<file path="src/rtl/kernel_fetch_pkg.sv">
`default_nettype none
// ============================================================================
// Module   : kernel_fetch_pkg
// Purpose  : Shared constants and FSM state encoding for the kernel fetch
//            read sequencer and its beat FIFO.
// Revision : 1.0 - initial release
// ============================================================================
package kernel_fetch_pkg;

    // Kernel memory address width: {row, bank, col[2:0], word[2:0]}
    localparam int KMEM_ADDR_WIDTH      = 12;

    // One row holds 8 columns x 8 words per bank
    localparam int KFETCH_BEATS_PER_ROW = 64;

    // Output beat buffer depth; also the cap on outstanding reads
    localparam int KFETCH_FIFO_DEPTH    = 4;

    // Width of one bank read word
    localparam int KFETCH_WORD_W        = 64;

    // Sequencer states
    typedef enum logic [1:0] {
        KF_IDLE  = 2'd0,
        KF_FETCH = 2'd1,
        KF_DRAIN = 2'd2
    } kf_state_e;

endpackage : kernel_fetch_pkg
`default_nettype wire

</file>
<file path="src/rtl/kfetch_fifo.sv">
`default_nettype none
// ============================================================================
// Module   : kfetch_fifo
// Purpose  : Small synchronous FIFO holding merged kernel beats plus their
//            last-flag. Head entry is presented combinationally; occupancy
//            count is exported so the sequencer can cap outstanding reads.
// Revision : 1.0 - initial release
// ============================================================================
module kfetch_fifo #(
    parameter int WIDTH = 129,
    parameter int DEPTH = 4
) (
    input  logic                           clk,
    input  logic                           rst_n,
    input  logic                           push,
    input  logic [WIDTH-1:0]               push_data,
    input  logic                           pop,
    output logic [WIDTH-1:0]               head_data,
    output logic [$clog2(DEPTH+1)-1:0]     count
);

    localparam int c_ptr_w = $clog2(DEPTH);
    localparam int c_cnt_w = $clog2(DEPTH+1);

    logic [WIDTH-1:0]   r_mem [DEPTH];
    logic [c_ptr_w-1:0] r_wr_ptr;
    logic [c_ptr_w-1:0] r_rd_ptr;
    logic [c_cnt_w-1:0] r_count;
    logic               w_do_pop;
    logic               w_do_push;

    // Popping an empty FIFO is a no-op; the sequencer never pushes when full
    assign w_do_pop  = pop && (r_count != '0);
    assign w_do_push = push && (r_count != c_cnt_w'(DEPTH));

    // Storage, pointers and occupancy; storage is cleared so the head reads 0 after reset
    always_ff @(posedge clk or negedge rst_n) begin
        if (!rst_n) begin
            for (int i = 0; i < DEPTH; i++) begin
                r_mem[i] <= '0;
            end
            r_wr_ptr <= '0;
            r_rd_ptr <= '0;
            r_count  <= '0;
        end else begin
            if (w_do_push) begin
                r_mem[r_wr_ptr] <= push_data;
                r_wr_ptr        <= r_wr_ptr + c_ptr_w'(1);
            end
            if (w_do_pop) begin
                r_rd_ptr <= r_rd_ptr + c_ptr_w'(1);
            end
            case ({w_do_push, w_do_pop})
                2'b10:   r_count <= r_count + c_cnt_w'(1);
                2'b01:   r_count <= r_count - c_cnt_w'(1);
                default: r_count <= r_count;
            endcase
        end
    end

    assign head_data = r_mem[r_rd_ptr];
    assign count     = r_count;

endmodule : kfetch_fifo
`default_nettype wire

</file>
<file path="src/rtl/kernel_fetch.sv">
`default_nettype none
// ============================================================================
// Module   : kernel_fetch
// Purpose  : Read sequencer for kernel_sram. Walks rows of the kernel memory,
//            reading bank 0 and bank 1 in lockstep, merges each pair of 64-bit
//            words into a 128-bit beat and streams it over valid/ready.
//            Issue stalls while the loader writes and whenever 4 beats are
//            already outstanding.
// Revision : 1.0 - initial release
// ============================================================================
module kernel_fetch
    import kernel_fetch_pkg::*;
#(
    parameter int AW = KMEM_ADDR_WIDTH,
    parameter int RW = AW - 7
) (
    input  logic                       clk,
    input  logic                       rst_n,
    input  logic                       start,
    input  logic [RW-1:0]              cfg_row_base,
    input  logic [RW-1:0]              cfg_row_num,
    input  logic                       wr_busy,
    output logic                       ren1,
    output logic [AW-1:0]              ra1,
    output logic                       ren2,
    output logic [AW-1:0]              ra2,
    input  logic [KFETCH_WORD_W-1:0]   rd1,
    input  logic [KFETCH_WORD_W-1:0]   rd2,
    output logic                       kvalid,
    output logic [2*KFETCH_WORD_W-1:0] kdata,
    output logic                       klast,
    input  logic                       kready,
    output logic                       busy,
    output logic                       done
);

    localparam int c_beat_w = $clog2(KFETCH_BEATS_PER_ROW);
    localparam int c_cnt_w  = $clog2(KFETCH_FIFO_DEPTH + 1);
    localparam int c_fifo_w = 2 * KFETCH_WORD_W + 1;

    kf_state_e             r_state;
    logic [RW-1:0]         r_row;
    logic [RW-1:0]         r_rows_left;
    logic [c_beat_w-1:0]   r_beat;
    logic                  r_inflight;
    logic                  r_inflight_last;
    logic                  r_done;

    logic                  w_accept;
    logic                  w_issue;
    logic                  w_row_end;
    logic                  w_last_addr;
    logic                  w_pop;
    logic [c_cnt_w-1:0]    w_fifo_count;
    logic [c_cnt_w-1:0]    w_outstanding;
    logic [c_fifo_w-1:0]   w_head;

    // A start landing on the done pulse is ignored; it is taken one cycle later
    assign w_accept      = (r_state == KF_IDLE) && start && !r_done;

    // Beats buffered plus the read whose data arrives next cycle
    assign w_outstanding = w_fifo_count + c_cnt_w'(r_inflight);

    // Only registered state and wr_busy feed issue, so kready never reaches ren*
    assign w_issue       = (r_state == KF_FETCH) && (r_rows_left != '0) && !wr_busy &&
                           (w_outstanding < c_cnt_w'(KFETCH_FIFO_DEPTH));

    assign w_row_end     = (r_beat == c_beat_w'(KFETCH_BEATS_PER_ROW - 1));
    assign w_last_addr   = w_row_end && (r_rows_left == RW'(1));

    assign w_pop         = kvalid && kready;

    // Sequencer FSM with row/beat address counters
    always_ff @(posedge clk or negedge rst_n) begin
        if (!rst_n) begin
            r_state         <= KF_IDLE;
            r_row           <= '0;
            r_rows_left     <= '0;
            r_beat          <= '0;
            r_inflight      <= 1'b0;
            r_inflight_last <= 1'b0;
            r_done          <= 1'b0;
        end else begin
            r_done          <= 1'b0;
            r_inflight      <= w_issue;
            r_inflight_last <= w_issue && w_last_addr;
            case (r_state)
                KF_IDLE: begin
                    if (w_accept) begin
                        r_row       <= cfg_row_base;
                        r_rows_left <= cfg_row_num;
                        r_beat      <= '0;
                        r_state     <= KF_FETCH;
                    end
                end
                KF_FETCH: begin
                    if (r_rows_left == '0) begin
                        // Empty job: nothing to read, finish straight away
                        r_state <= KF_IDLE;
                        r_done  <= 1'b1;
                    end else if (w_issue) begin
                        if (w_last_addr) begin
                            r_state <= KF_DRAIN;
                        end else begin
                            r_beat <= r_beat + c_beat_w'(1);
                            if (w_row_end) begin
                                // Row arithmetic wraps modulo 2^RW
                                r_row       <= r_row + RW'(1);
                                r_rows_left <= r_rows_left - RW'(1);
                            end
                        end
                    end
                end
                KF_DRAIN: begin
                    if (w_pop && klast) begin
                        r_state <= KF_IDLE;
                        r_done  <= 1'b1;
                    end
                end
                default: begin
                    r_state <= KF_IDLE;
                end
            endcase
        end
    end

    kfetch_fifo #(
        .WIDTH (c_fifo_w),
        .DEPTH (KFETCH_FIFO_DEPTH)
    ) u_fifo (
        .clk       (clk),
        .rst_n     (rst_n),
        .push      (r_inflight),
        .push_data ({rd2, rd1, r_inflight_last}),
        .pop       (w_pop),
        .head_data (w_head),
        .count     (w_fifo_count)
    );

    assign ren1   = w_issue;
    assign ren2   = w_issue;
    assign ra1    = {r_row, 1'b0, r_beat};
    assign ra2    = {r_row, 1'b1, r_beat};

    assign kvalid = (w_fifo_count != '0);
    assign kdata  = w_head[c_fifo_w-1:1];
    assign klast  = kvalid && w_head[0];

    assign busy   = (r_state != KF_IDLE);
    assign done   = r_done;

endmodule : kernel_fetch
`default_nettype wire
</file>
<file path="config.mk">
export PLATFORM = sky130hd
export DESIGN_NAME = kernel_fetch
export DESIGN_NICKNAME = d
export VERILOG_FILES = /design/src/rtl/kernel_fetch_pkg.sv /design/src/rtl/kfetch_fifo.sv /design/src/rtl/kernel_fetch.sv
export SDC_FILE = /design/constraint.sdc
export NUM_CORES = 1
export LEC_CHECK = 0
export CAP_MARGIN = 20
export CORE_ASPECT_RATIO = 0.7
export CORE_UTILIZATION = 50
export CTS_BUF_LIST = sky130_fd_sc_hd__clkbuf_8
export DETAILED_ROUTE_END_ITERATION = 8
export GPL_TIMING_DRIVEN = 0
export PLACE_DENSITY = 0.76
export SETUP_SLACK_MARGIN = 0.2
export SLEW_MARGIN = 20
export SYNTH_ARGS = -nofsm -noshare
export SYNTH_HDL_FRONTEND = slang
export SYNTH_SLANG_ARGS = --single-unit
</file>
<file path="constraint.sdc">
create_clock -name clk -period 1.9 [get_ports clk]
set_clock_uncertainty 0.15 [all_clocks]
set_input_delay 0.19 -clock clk [delete_from_list [all_inputs] [get_ports clk]]
set_output_delay 0.19 -clock clk [all_outputs]
set_load 0.02 [all_outputs]
</file>
==> reports/metrics.csv <==
stage,metric,value,unit
routing,Iteration-0 DRC Markers,1039,
synthesis,area share of the largest cell type after synthesis,56.87,%
placed_design,dpl cell area,0.02842,mm²
routing,WL per Instance,25.18,µm
clock_tree,Clock Path Buffers,3,
global_route,initial antenna violation count,4,
clock_tree,CTS tree,yes,
worst_setup_path,Startpoint Class,register,
finish,design area,0.03452,mm²
finish,fraction of layout instances using a drive strength above 1,59.48,%
power_and_ir_drop,PwrDens,1875,mW/mm²
timing,hold slack,-0.6205,ns
global_route,GR Layer Usage met1,33.55,%
synthesis,Avg Inst Size Synth,16.49,µm²
global_route,gr busiest metal,met2,
power_and_ir_drop,maximum vdd drop,1.115,mV
synthesis,Synth Register Bits,544,
worst_setup_path,Critical-path top delay cell,mux4_2,
synthesis,Post-synth EDFFs,0,
clock_tree,CTS Buf Count,84,
global_route,global route overflow,0,
timing,relative slew slack,53.39,%
synthesis,Yosys top cell by area,dfrtp_1,
synthesis,Post-Syn Nets,1610,
power_and_ir_drop,cell internal pwr,42.66,mW
synthesis,Mapped Cells,1452,
timing,setup TNS,-230.49,ns
worst_setup_path,r2r setup slk,-0.43,ns
power_and_ir_drop,Comb pwr share,52.2,%
placed_design,Routability Congestion,0.8063,
synthesis,main area contributors after synthesis,"dfrtp_1 57%, mux2_2 22%, mux4_2 12%",
synthesis,Ys Warns,0,
power_and_ir_drop,power consumption,64.73,mW
timing,Worst-Margin Slew,0.6991,ns
floorplanning,I/O pin cnt,301,
worst_setup_path,Crit path required time,1.56,ns
min_path,HP Class,input port to async pin,
worst_setup_path,CP Data Arrival Time,2.34,ns
synthesis,Post-synth top cells,"544 x dfrtp_1, 474 x mux2_2, 129 x mux4_2, 60 x buf_2, 44 x mux2_1",
clock_tree,Worst-Skew Late Latency,0.68,ns
synthesis,Mapped Area,0.02394,mm²
global_route,met2 usage in global routing,36.41,%
clock_tree,CTS Sinks,544,
worst_setup_path,critical path cell sequence,"buf_8, clkbuf_16, buf_12, buf_16, mux4_2, buf_6",
placed_design,Final HPWL DP,37.25,mm
power_and_ir_drop,leak pwr,16.02,nW
synthesis,cell with the most instances after synthesis,dfrtp_1,
floorplanning,DIE WIDTH,263.5,µm
synthesis,"FFs w/ async S/R, synth",100.0,%
timing,Final Hold Fails,283,
clock_tree,Post-CTS Hold Buffers,15,
worst_setup_path,Crit path largest cell delay,0.51,ns
timing,fmax,372.8,MHz
floorplanning,Core ar.,0.04682,mm²
floorplanning,total die area,0.04877,mm²
floorplanning,Die H,185.1,µm
timing,RSZ-0062 raised after global routing,yes,
timing,max-slew violations,0,
power_and_ir_drop,sw frac,34.09,%
clock_tree,htree depth,3,
floorplanning,floorplan row count,66,
worst_setup_path,crit-path max FO,8,
timing,Tmin final,2.682,ns
timing,Finish-stage setup viols,677,
routing,post-route ant nets,0,
placed_design,Port Buf Inserts,298,
timing,final worst slack,-0.7823,ns
floorplanning,starting density of the core,51.12,%
clock_tree,"CTS clk-pin slew, worst paths",0.07,ns
power_and_ir_drop,Flop pwr share,32.4,%
finish,area added between synthesis and finish,44.22,%
routing,first drt pass iteration count,5,
synthesis,leading register cell type out of synthesis,dfrtp_1,
worst_setup_path,crit path kind,register to primary output,
run,Max-cap violations,0,
finish,final-stage net count,2167,
synthesis,Cell variety after synth,50,
routing,Residual DRC,0,
routing,vias per std cell,5.734,
routing,WL final,67.44,mm
outcome,failing checks,"negative hold slack, negative setup slack",
global_route,first-pass GRT wire length,87.77,mm
global_route,vias in the first global route,15233,
outcome,status,finished with violations,
synthesis,sequential area share after synthesis,56.87,%
power_and_ir_drop,Clock power frac,15.4,%
routing,via count of the routed design,15356,
timing,post-route clock period utilization,141.2,%
global_route,met3 Track Usage GR,5.078,%
global_route,largest net degree at the start of global routing,104,
global_route,all-layer global routing usage,23.45,%
finish,"Core Util, Final",73.73,%
power_and_ir_drop,P_sw,22.06,mW
worst_setup_path,crit end category,primary output,
clock_tree,CTS root buffer,clkbuf_8,
stage by stage:
step	worst slack [ns]	instances
finish	-0.7823	2678
global route	-0.8673	2675
CTS	-0.8297	2556
detailed placement	-0.9752	2367
global placement	-25.05	2362
floorplan	0.01798	1452
flip-flops by register name, indices dropped and copies added, names as in the netlist, 2 cells and up:
signal           flops
u_fifo.r_wr_ptr      2
r_rows_left          5
u_fifo.r_rd_ptr      2
u_fifo.count         3
r_state              2
r_row                5
u_fifo.r_mem       516
r_beat               6
path summary, 6_finish.rpt:
kind | from | cells after the start | to
setup / recovery | u_fifo.r_rd_ptr[0] | 6 | kdata[12]
hold / removal | rst_n | 1 | u_fifo.r_mem[397]
setup reg to reg | u_fifo.count[1] | 11 | u_fifo.r_mem[1]
hold reg to reg | u_fifo.r_mem[183] | 1 | u_fifo.r_mem[183]
max in group asynchronous | rst_n | 4 | u_fifo.r_mem[199]
min in group clk | rd1[26] | 2 | u_fifo.r_mem[414]
power groups by stage:
stage	sequential (mW)	clock, mW	combinational [mW]
floorplan	19.7	0	18.1
global placement	20.5	0	27.3
detailed placement	20.7	0	27.9
CTS	20.5	10.2	27.8
global route	21.6	10.7	35.4
finish	20.9	10.0	33.8
kinds of logic (layout without fill, tap and decap cells):
group                    after synthesis  count (layout)  synth area share, %
AND/OR/NAND/NOR                       67              67                1.490
flip-flops                           544             544                56.87
multiplexers                         653             653                36.76
buffers and inverters                117             728                2.384
XOR/XNOR                               6               6               0.2196
AO/OA/AOI/OAI                         48              48                1.432
other                                  2               5              0.03137
adder cells (fa/ha/maj)               15              15               0.8154
routing by layer:
| metal | share of wire [%] | wire length [µm] |
|---|---|---|
| met4 | 1.8 | 1190 |
| met2 | 47 | 31910 |
| met1 | 45 | 30610 |
| met5 | 0.028 | 19 |
| met3 | 5.5 | 3719 |
critical path: cells and delay by family, from the launching register on:
kind	cells	cell delay (ns)
buffers and inverters	5	0.78
flip-flops	1	0.36
multiplexers	1	0.51
layout by cell type, fill, tap and decap left out, types with 5 or more instances in the layout:
cell type,n
a21oi_1,11
buf_12,85
buf_16,9
buf_2,43
buf_4,67
buf_6,123
clkbuf_16,56
clkbuf_2,8
clkbuf_8,110
clkdlybuf4s50_1,150
clkinv_2,7
dfrtp_1,529
dfrtp_2,15
dlygate4sd2_1,8
dlygate4sd3_1,15
ha_1,8
ha_4,5
inv_1,25
inv_2,5
mux2_2,243
mux2_4,273
mux2i_1,5
mux4_2,129
nand2_1,18
nand3_1,10
nor2_1,6
o22ai_1,9
what timing repair did:
action	4_1_cts	5_1_grt
cloned	4	57
pin swaps	5	14
endpoints found under the setup margin	694	719
endpoints found under the hold margin	298	85
resized for setup	653	609
setup buffers	30	62
cell type report:
cell class	count	area [µm²]
fill	2743	12300
multi-input combinational	791	11050
clock inverter	31	181.4
tap	612	765.7
antenna	3	7.507
sequential	544	13630
timing repair buffer	471	5667
inverter	14	68.82
clock buffer	109	1500
buffer	103	1653
Note: power is estimated with default switching activity, not from simulation.
